## src/rtl/seg7_scan_driver_if.sv

```systemverilog
// Bus between a score/level source and the seven-segment scan driver:
// load request with value, conversion status, and the multiplexed display pins.
interface seg7_scan_driver_if #(
  parameter int DIGITS = 4,
  parameter int BIN_W  = 14
);
  logic [BIN_W-1:0]  value;
  logic              load;
  logic              busy;
  logic              done;
  logic [DIGITS-1:0] an;
  logic [6:0]        seg;

  modport master (
    output value, load,
    input  busy, done, an, seg
  );

  modport slave (
    input  value, load,
    output busy, done, an, seg
  );
endinterface

```

## src/rtl/seg7_scan_driver.sv

```systemverilog
// Multi-digit seven-segment driver: sequential binary-to-BCD conversion into an
// atomically updated display register, then time-multiplexed digit scanning.
module seg7_scan_driver #(
  parameter int DIGITS         = 4,
  parameter int BIN_W          = 14,
  parameter int REFRESH_DIV    = 100000,
  parameter int SEG_ACTIVE_LOW = 1,
  parameter int BLANK_LEADING  = 1
) (
  input logic                clk,
  input logic                rst,
  seg7_scan_driver_if.slave  bus
);

  function automatic logic [63:0] pow10(input int n);
    logic [63:0] p;
    p = 64'd1;
    for (int i = 0; i < n; i++) p = p * 64'd10;
    return p;
  endfunction

  localparam int          BCD_W   = 4 * DIGITS;
  localparam int          CNT_W   = $clog2(BIN_W + 1);
  localparam int          RCNT_W  = $clog2(REFRESH_DIV);
  localparam int          IDX_W   = (DIGITS > 1) ? $clog2(DIGITS) : 1;
  localparam logic [63:0] POW10   = pow10(DIGITS);
  localparam logic [6:0]  SEG_OFF = (SEG_ACTIVE_LOW != 0) ? 7'h7F : 7'h00;
  localparam logic [DIGITS-1:0] AN_OFF = {DIGITS{SEG_ACTIVE_LOW != 0}};

  // Values that do not fit in DIGITS decimal places are clamped to all nines.
  function automatic logic [BIN_W-1:0] saturate(input logic [BIN_W-1:0] v);
    if (64'(v) >= POW10) return BIN_W'(POW10 - 64'd1);
    return v;
  endfunction

  function automatic logic [BCD_W+BIN_W-1:0] dabble_step(
    input logic [BCD_W-1:0] bcd,
    input logic [BIN_W-1:0] bin
  );
    logic [BCD_W-1:0] adj;
    adj = bcd;
    for (int k = 0; k < DIGITS; k++) begin
      if (bcd[4*k +: 4] >= 4'd5) adj[4*k +: 4] = bcd[4*k +: 4] + 4'd3;
    end
    return {adj, bin} << 1;
  endfunction

  function automatic logic [6:0] decode7(input logic [3:0] nib);
    logic [6:0] pat;
    case (nib)
      4'd0:    pat = 7'b0111111;
      4'd1:    pat = 7'b0000110;
      4'd2:    pat = 7'b1011011;
      4'd3:    pat = 7'b1001111;
      4'd4:    pat = 7'b1100110;
      4'd5:    pat = 7'b1101101;
      4'd6:    pat = 7'b1111101;
      4'd7:    pat = 7'b0000111;
      4'd8:    pat = 7'b1111111;
      4'd9:    pat = 7'b1101111;
      default: pat = 7'b0000000;
    endcase
    return pat;
  endfunction

  typedef enum logic {IDLE = 1'b0, SHIFT = 1'b1} state_t;

  state_t             state_q, state_d;
  logic [CNT_W-1:0]   cnt_q, cnt_d;
  logic [BIN_W-1:0]   bin_q, bin_d;
  logic [BCD_W-1:0]   bcd_q, bcd_d;
  logic [BCD_W-1:0]   disp_q, disp_d;
  logic               done_q, done_d;
  logic [RCNT_W-1:0]  rcnt_q, rcnt_d;
  logic [IDX_W-1:0]   idx_q, idx_d;
  logic [DIGITS-1:0]  an_q, an_d;
  logic [6:0]         seg_q, seg_d;

  logic               accept;
  logic               step;
  logic               last_step;
  logic               busy;
  logic [3:0]         nib;
  logic               hi_zero;
  logic [6:0]         seg_pat;
  logic [DIGITS-1:0]  an_pat;

  always_ff @(posedge clk) begin
    if (rst) state_q <= IDLE;
    else     state_q <= state_d;
  end

  always_comb begin
    state_d = state_q;
    case (state_q)
      IDLE:    if (bus.load) state_d = SHIFT;
      SHIFT:   if (cnt_q == CNT_W'(1)) state_d = IDLE;
      default: state_d = IDLE;
    endcase
  end

  always_comb begin
    accept    = 1'b0;
    step      = 1'b0;
    last_step = 1'b0;
    busy      = 1'b0;
    case (state_q)
      IDLE:  accept = bus.load;
      SHIFT: begin
        busy      = 1'b1;
        step      = 1'b1;
        last_step = (cnt_q == CNT_W'(1));
      end
      default: ;
    endcase
  end

  // Conversion datapath: the display register is only written on the final step.
  always_comb begin
    bin_d  = bin_q;
    bcd_d  = bcd_q;
    cnt_d  = cnt_q;
    disp_d = disp_q;
    done_d = 1'b0;
    if (accept) begin
      bin_d = saturate(bus.value);
      bcd_d = '0;
      cnt_d = CNT_W'(BIN_W);
    end else if (step) begin
      {bcd_d, bin_d} = dabble_step(bcd_q, bin_q);
      cnt_d          = cnt_q - CNT_W'(1);
      if (last_step) begin
        disp_d = bcd_d;
        done_d = 1'b1;
      end
    end
  end

  always_comb begin
    rcnt_d = rcnt_q + RCNT_W'(1);
    idx_d  = idx_q;
    if (rcnt_q == RCNT_W'(REFRESH_DIV - 1)) begin
      rcnt_d = '0;
      idx_d  = (idx_q == IDX_W'(DIGITS - 1)) ? '0 : idx_q + IDX_W'(1);
    end
  end

  // A digit is leading-blank when it and every more significant digit are zero.
  always_comb begin
    nib     = disp_q[4*int'(idx_q) +: 4];
    hi_zero = 1'b1;
    for (int k = 0; k < DIGITS; k++) begin
      if (k >= int'(idx_q) && disp_q[4*k +: 4] != 4'd0) hi_zero = 1'b0;
    end
    seg_pat = decode7(nib);
    if (BLANK_LEADING != 0 && idx_q != '0 && hi_zero) seg_pat = 7'd0;
    an_pat = DIGITS'(1) << idx_q;
    seg_d  = (SEG_ACTIVE_LOW != 0) ? ~seg_pat : seg_pat;
    an_d   = (SEG_ACTIVE_LOW != 0) ? ~an_pat : an_pat;
  end

  always_ff @(posedge clk) begin
    if (rst) begin
      cnt_q  <= '0;
      disp_q <= '0;
      done_q <= 1'b0;
      rcnt_q <= '0;
      idx_q  <= '0;
      an_q   <= AN_OFF;
      seg_q  <= SEG_OFF;
    end else begin
      cnt_q  <= cnt_d;
      disp_q <= disp_d;
      done_q <= done_d;
      rcnt_q <= rcnt_d;
      idx_q  <= idx_d;
      an_q   <= an_d;
      seg_q  <= seg_d;
    end
  end

  always_ff @(posedge clk) begin
    bin_q <= bin_d;
    bcd_q <= bcd_d;
  end

  assign bus.busy = busy;
  assign bus.done = done_q;
  assign bus.an   = an_q;
  assign bus.seg  = seg_q;

endmodule

```

## src/flat_wrapper.sv

```systemverilog
// flat-port wrapper written by rule: the top's interface ports become plain ports
module seg7_scan_driver_flat 
#(
  parameter int DIGITS         = 4,
  parameter int BIN_W          = 14,
  parameter int REFRESH_DIV    = 100000,
  parameter int SEG_ACTIVE_LOW = 1,
  parameter int BLANK_LEADING  = 1
)
  (clk, rst, bus_value, bus_load, bus_busy, bus_done, bus_an, bus_seg);
  seg7_scan_driver_if #(.DIGITS(DIGITS), .BIN_W(BIN_W)) bus_i ();
  input logic clk;
  input logic rst;
  input wire logic [$bits(bus_i.value)-1:0] bus_value;
  input wire logic [$bits(bus_i.load)-1:0] bus_load;
  output wire logic [$bits(bus_i.busy)-1:0] bus_busy;
  output wire logic [$bits(bus_i.done)-1:0] bus_done;
  output wire logic [$bits(bus_i.an)-1:0] bus_an;
  output wire logic [$bits(bus_i.seg)-1:0] bus_seg;
  assign bus_i.value = bus_value;
  assign bus_i.load = bus_load;
  assign bus_busy = bus_i.busy;
  assign bus_done = bus_i.done;
  assign bus_an = bus_i.an;
  assign bus_seg = bus_i.seg;
  seg7_scan_driver #(.DIGITS(DIGITS), .BIN_W(BIN_W), .REFRESH_DIV(REFRESH_DIV), .SEG_ACTIVE_LOW(SEG_ACTIVE_LOW), .BLANK_LEADING(BLANK_LEADING)) u_core (.clk(clk), .rst(rst), .bus(bus_i));
endmodule
```

## config.mk

```make
export PLATFORM = sky130hd
export DESIGN_NAME = seg7_scan_driver_flat
export DESIGN_NICKNAME = d
export VERILOG_FILES = /design/src/rtl/seg7_scan_driver_if.sv /design/src/rtl/seg7_scan_driver.sv /design/src/flat_wrapper.sv
export SDC_FILE = /design/constraint.sdc
export NUM_CORES = 1
export LEC_CHECK = 0
export ABC_AREA = 1
export ABC_CLOCK_PERIOD_IN_PS = 1500
export CAP_MARGIN = 20
export CELL_PAD_IN_SITES_DETAIL_PLACEMENT = 1
export CELL_PAD_IN_SITES_GLOBAL_PLACEMENT = 1
export CORE_MARGIN = 2
export CORE_UTILIZATION = 35
export DETAILED_ROUTE_END_ITERATION = 16
export GPL_TIMING_DRIVEN = 0
export PLACE_DENSITY = 0.7
export SYNTH_ARGS = -nofsm -noshare
export SYNTH_HDL_FRONTEND = slang
export SYNTH_SLANG_ARGS = --single-unit
```

## constraint.sdc

```tcl
create_clock -name clk -period 1.5 [get_ports clk]
set_input_delay 0.15 -clock clk [delete_from_list [all_inputs] [get_ports clk]]
set_output_delay 0.15 -clock clk [all_outputs]
set_load 0.005 [all_outputs]
```

* After elaboration in Yosys (flattened, before gate mapping)
Memories as Yosys holds them, arrays and structs flattened. Index checks and enable logic that the tools add are counted.
Word-level totals: register bits 82, bits in latches 0, bits in writable memories 0, memory bits (read-only) 112, bits of input ports 17, output and inout bits 13, logic and storage cells 76, memories 1
Operators by class: add/sub/neg operators 7, multiply operators 0, div/mod/pow operators 0, order comparisons 8, equal/unequal tests 3, shift operators 2, mux-type cells 25, bitwise gates (word level) 5, reductions and logical operators 14
Memories:
- (no name shown) | depth 16, bits a word 7, read ports 1, clocked after memory_dff 0, wr ports 0, RTL line seg7_scan_driver.sv:50 | case (nib)
Operators by type and width (number):
- 2-to-1 mux 14 bit | 4
- 2-to-1 mux 4 bit | 5
- adder 17 x 1 -> 17 bit (second input constant) | 1
- equality test 17 bit (second input constant) | 1
- greater-or-equal comparator 4 x 3 -> 1 bit (second input constant) | 4
- nonzero test 4 bit | 4
- indexed part select 16 x 5 -> 4 bit | 1
- greater-or-equal comparator 14 bit (second input constant) | 1
- adder 4 x 2 -> 4 bit (second input constant) | 3
- 2-to-1 mux 1 bit | 12
- 2-to-1 mux 7 bit | 1
- inverter 7 bit | 1
- equality test 4 x 1 -> 1 bit (second input constant) | 1
- greater-or-equal comparator 1 x 2 -> 1 bit (first input constant) | 2
- logical AND 1 bit | 4
- inverter 4 bit | 1
- nonzero test 2 bit | 2
- OR reduction 2 bit | 2
- << shifter 1 x 2 -> 4 bit (first input constant) | 1
- subtractor 4 x 1 -> 4 bit (second input constant) | 1
- adder 3 x 2 -> 3 bit (second input constant) | 1
- 2-to-1 mux 3 bit | 1
- inverter 1 bit | 3
- AND reduction 3 bit | 1
- 6 further kinds | 6

* Logic depth before layout (Yosys ltp)
word-level depth 9, gate-level depth with buffers 11, depth with buffers taken out 10

* Worst setup path after synthesis
No wires, ideal clock.
path type reg2reg, start point register u_core.idx_q[0], end point register u_core.seg_q[5], in the netlist u_core.bus.seg[5], arrival 1.354 ns, data required time 1.373 ns, path slack 0.019 ns, stages on the path, launching flop included 12, path buffers 1, clock period less this slack 1.481 ns, path through dfxtp_1 -> buf_4 -> inv_4 -> nand2_1 -> nand3_1 -> nand2_1 -> inv_1 -> ha_1 -> inv_1 -> nand3_1 -> nand3_1 -> nand3_1
On the way: longest elaborated chain between the ends 9, elaborated cells between the ends (all ways) 16
RTL lines:
- start: declaration | RTL line seg7_scan_driver.sv:75 | logic [IDX_W-1:0] idx_q, idx_d;
- start signal: assignment | RTL line seg7_scan_driver.sv:176 | idx_q <= idx_d;
- branches (longest 7 deep; another with memory read (16 x 7 bit))
- 2-to-1 mux 7 bit (*) | RTL line seg7_scan_driver.sv:156 | if (BLANK_LEADING != 0 && idx_q != '0 && hi_zero) seg_pat = 7'd0;
- inverter 7 bit (*) | RTL line seg7_scan_driver.sv:158 | seg_d = (SEG_ACTIVE_LOW != 0) ? ~seg_pat : seg_pat;
- end signal: assignment | RTL line seg7_scan_driver.sv:178 | seg_q <= seg_d;
- end: declaration | RTL line seg7_scan_driver.sv:77 | logic [6:0] seg_q, seg_d;
Every way passes the cells marked *. A chain may end at the register's enable or synchronous reset.

* Worst setup path after layout
start point register u_core.idx_q[0], end point register u_core.idx_q[0]
On the way: longest elaborated chain between the ends 2, elaborated cells between the ends (all ways) 3
RTL lines:
- adder 2 x 1 -> 2 bit or equality test 2 bit (tied branches) | RTL line seg7_scan_driver.sv:144 | idx_d = (idx_q == IDX_W'(DIGITS - 1)) ? '0 : idx_q + IDX_W'(1);
- 2-to-1 mux 2 bit (*) | RTL line seg7_scan_driver.sv:144
Every way passes the cells marked *; elsewhere a longest branch is shown, timed or not.

==> impl_metrics.json <==
{
  "overflow": 0,
  "worstPathArrival_ns": 1.77,
  "pre_cts_slack_ns": -0.281,
  "fin_crit_sh_pct": 101,
  "power_density_mw_per_mm2": 987,
  "clkSinkCount": 82,
  "syn-num-nets": 574,
  "crit_chain": "buf_4 -> buf_4 -> ha_1 -> or2_2 -> nand4_1 -> nand2_1 -> nor2_1",
  "grt_max_degree": 15,
  "syn_area_per_cell_um2": 7.53,
  "critPathMaxFanout": 3,
  "period_minus_slack_ns": 1.51,
  "fin_ws_ns": -0.0127,
  "endpoint_kind": "flip-flop",
  "root_buffer": "clkbuf_16",
  "post_drt_wl_per_cell_um": 14.9,
  "max_slew_margin_pct": 66.3,
  "grt_pass1_vias": 3757,
  "area_growth_pct": 34.4,
  "core_mm2": 0.0113,
  "drt_iter0_drc": 127,
  "status": "complete, but fails checks",
  "worst_path_max_delay_cell": "dfxtp_4",
  "yosysSeqAreaShare_pct": 44.1,
  "synth-seq-cells": 82,
  "crit_family": "simple AND/OR/NAND/NOR gates",
  "vdd_drop_max_v": 0.000804,
  "vias_per_cell": 4.85,
  "cts_buffer_depth": 2,
  "multiInputGateArea_mm2": 0.00226,
  "hold_path_class": "flip-flop to flip-flop",
  "dr_total_vias": 3632,
  "clock_skew_ns": 0.00590,
  "grt_setup_unrepaired": "true",
  "io_buffer_count": 29,
  "dp_hpwl_mm": 7.35,
  "fmaxAchievable_ghz": 0.661,
  "slowest_delay_ns": 0.37,
  "cts_buffers": 9,
  "crit_start": "u_core.idx_q[0]",
  "cp_common_cell": "buf_4",
  "critPathBufInv": 2,
  "final_nets": 639,
  "finalSetupViolCount": 1,
  "finalWeightedCongestion": 0.838,
  "diodes": 0,
  "wl_mm": 11.1,
  "syn-cell-area_mm2": 0.00404,
  "insertion_delay_ns": 0.35,
  "final.setup.tns_ns": -0.0127,
  "finish.utilization_pct": 47.9,
  "min-delay-start": "u_core.disp_q[3]",
  "ios": 30,
  "power_mw": 5.36,
  "final-instance-count-excl-fill": 749,
  "maxCapViolations": 0,
  "ys_warn_count": 0,
  "antenna_found_initial": 0,
  "syn_inst": 536,
  "failed_checks": "negative setup slack",
  "critPathKind": "flip-flop to flip-flop",
  "fillers": 1384,
  "finalHoldViolCount": 0,
  "ff_latch_area_mm2": 0.00180,
  "row_count": 39,
  "synth_cell_types": 37,
  "worst_pin_slew_ns": 0.505,
  "postRouteAntennaNets": 0,
  "die_area_mm2": 0.0124,
  "r2r_start": "u_core.idx_q[0]",
  "crit_required_ns": 1.76,
  "drc": 0,
  "fp.dieH_um": 111,
  "leakage_nw": 2.19,
  "start_kind": "flip-flop",
  "slew_viol_final": 0,
  "initial_core_util_pct": 35.7,
  "grt_usage_pct": 17.7,
  "grt_pass1_wl_mm": 17.8,
  "clk_pin_slew_ns": 0.07,
  "dp.cells": 708,
  "dr.pass1.iters": 4,
  "cts_tree": "built",
  "final_layout_size_suffix_gt1_share_pct": 22.8,
  "htreeDepth": 3,
  "fp.dieW_um": 111
}
[flip-flops by register name, summed over array words and instances (netlist names)]
register	cells
u_core.disp_q	16
u_core.bus.seg	7
u_core.cnt_q	4
u_core.rcnt_q	17
u_core.bus.done	1
u_core.bcd_q	16
u_core.idx_q	2
u_core.bin_q	14
u_core.bus.an	4
u_core.state_q	1
[stage by stage]
step | hold WS, ns | instance area, µm²
global route | 0.473 | 5430
CTS | 0.445 | 5010
detailed placement | 0.442 | 4510
finish | 0.455 | 5430
floorplan | 0.219 | 4040
global placement | 0.436 | 4510
[worst min-delay path: cells and delay by family, from the launching register on]
kind / cells / cell delay [ns]
flops: 1 / 0.31
simple gates: 2 / 0.10
[cells by family after synthesis]
group,Yosys count,share of synthesized area (%)
compound gates,61,8.71
buf+inv,71,7.75
xor+xnor,8,1.74
fa+ha+maj,21,6.51
simple gates,293,31.2
flops,82,44.1
[path summary, 6_finish.rpt]
kind,end,slack [ns],cells past startpoint
worst max-delay path,u_core.idx_q[0],-0.01,7
worst min-delay path,u_core.disp_q[3],0.45,2
worst max register to register,u_core.idx_q[0],-0.01,7
worst min register to register,u_core.disp_q[3],0.45,2
[cells in the mapped netlist]
cell / number / area share (%)
ha_1: 21 / 6.5
o211ai_1: 3 / 0.56
buf_4: 4 / 0.74
dfxtp_1: 68 / 34
nand4_1: 7 / 1.1
nand2_2: 4 / 0.62
buf_2: 4 / 0.50
edfxtp_1: 14 / 10
a221oi_1: 1 / 0.22
inv_2: 2 / 0.19
nand2_1: 166 / 15
o21a_1: 3 / 0.56
nor3_1: 3 / 0.37
buf_1: 1 / 0.093
and3_1: 1 / 0.16
a31oi_1: 1 / 0.16
nor2_4: 2 / 0.56
nand3_1: 37 / 4.6
nand3_2: 5 / 1.2
o21ai_1: 1 / 0.12
xor2_1: 8 / 1.7
a31o_2: 1 / 0.22
o22ai_1: 4 / 0.62
o21ai_0: 21 / 2.6
or2_2: 4 / 0.62
a22o_1: 2 / 0.43
nor2_2: 4 / 0.62
inv_4: 2 / 0.31
nor2_1: 57 / 5.3
o21bai_1: 1 / 0.19
buf_6: 1 / 0.28
a21oi_1: 20 / 2.5
nand2_4: 1 / 0.28
bufinv_8: 1 / 0.43
and2_1: 2 / 0.31
inv_1: 56 / 5.2
a21boi_0: 3 / 0.56
[per-layer routing]
metal  wire length [µm]  GRT usage [%]  part of all wire, %  vias to the layer above
met1               4950           21.2                   44                     1747
met4                259           7.82                  2.3                        0
met5                  0              0                    0                        -
met2               5730           31.1                   51                       33
li1                   -              -                    -                     1835
met3                203           3.10                  1.8                       17
[report_power, final]
group          internal, mW  switching [mW]
registers              2.36          0.0672
clock network          1.45           0.946
logic                 0.236           0.297
total                  4.05            1.31
[area by class of cell]
| cell class | count | area share (%) |
|---|---|---|
| Inverter | 61 | 4.91 |
| Clock buffer | 9 | 4.15 |
| Buffer | 10 | 1.55 |
| Timing Repair Buffer | 52 | 9.06 |
| Sequential cell | 82 | 33.3 |
| Tap cell | 143 | 3.30 |
| Multi-Input combinational cell | 383 | 41.7 |
| Clock inverter | 7 | 1.73 |
| Timing Repair inverter | 2 | 0.300 |
[cell usage in the layout (no fill, tap or decap), types with 3 or more instances in the layout]
cell type,count
a21boi_4,3
inv_4,3
o21ai_0,17
edfxtp_1,14
nand2_1,153
inv_2,4
dfxtp_1,58
dfxtp_4,4
clkbuf_16,10
o21ai_1,5
clkinvlp_4,4
nand2_2,11
nand3_4,4
nand4_1,7
or2_2,4
nor2_1,52
nand3_2,17
dfxtp_2,6
o211ai_1,3
nand2_4,7
clkdlybuf4s50_1,29
buf_2,3
buf_4,22
a21oi_1,20
nor2_2,9
xor2_1,5
o21a_1,3
ha_1,15
ha_4,6
o22ai_1,4
xor2_2,3
inv_1,51
nand3_1,21
buf_6,5
[what timing repair did]
item / 4_1_cts / 5_1_grt
hold buffers: 0 / 0
endpoints found under the setup margin: 49 / 57
resized for setup: 30 / 76
buffers inserted: 12 / 10
gates cloned: 1 / 2
pin swaps: 6 / 15
Note: power is estimated with default switching activity, not from simulation.
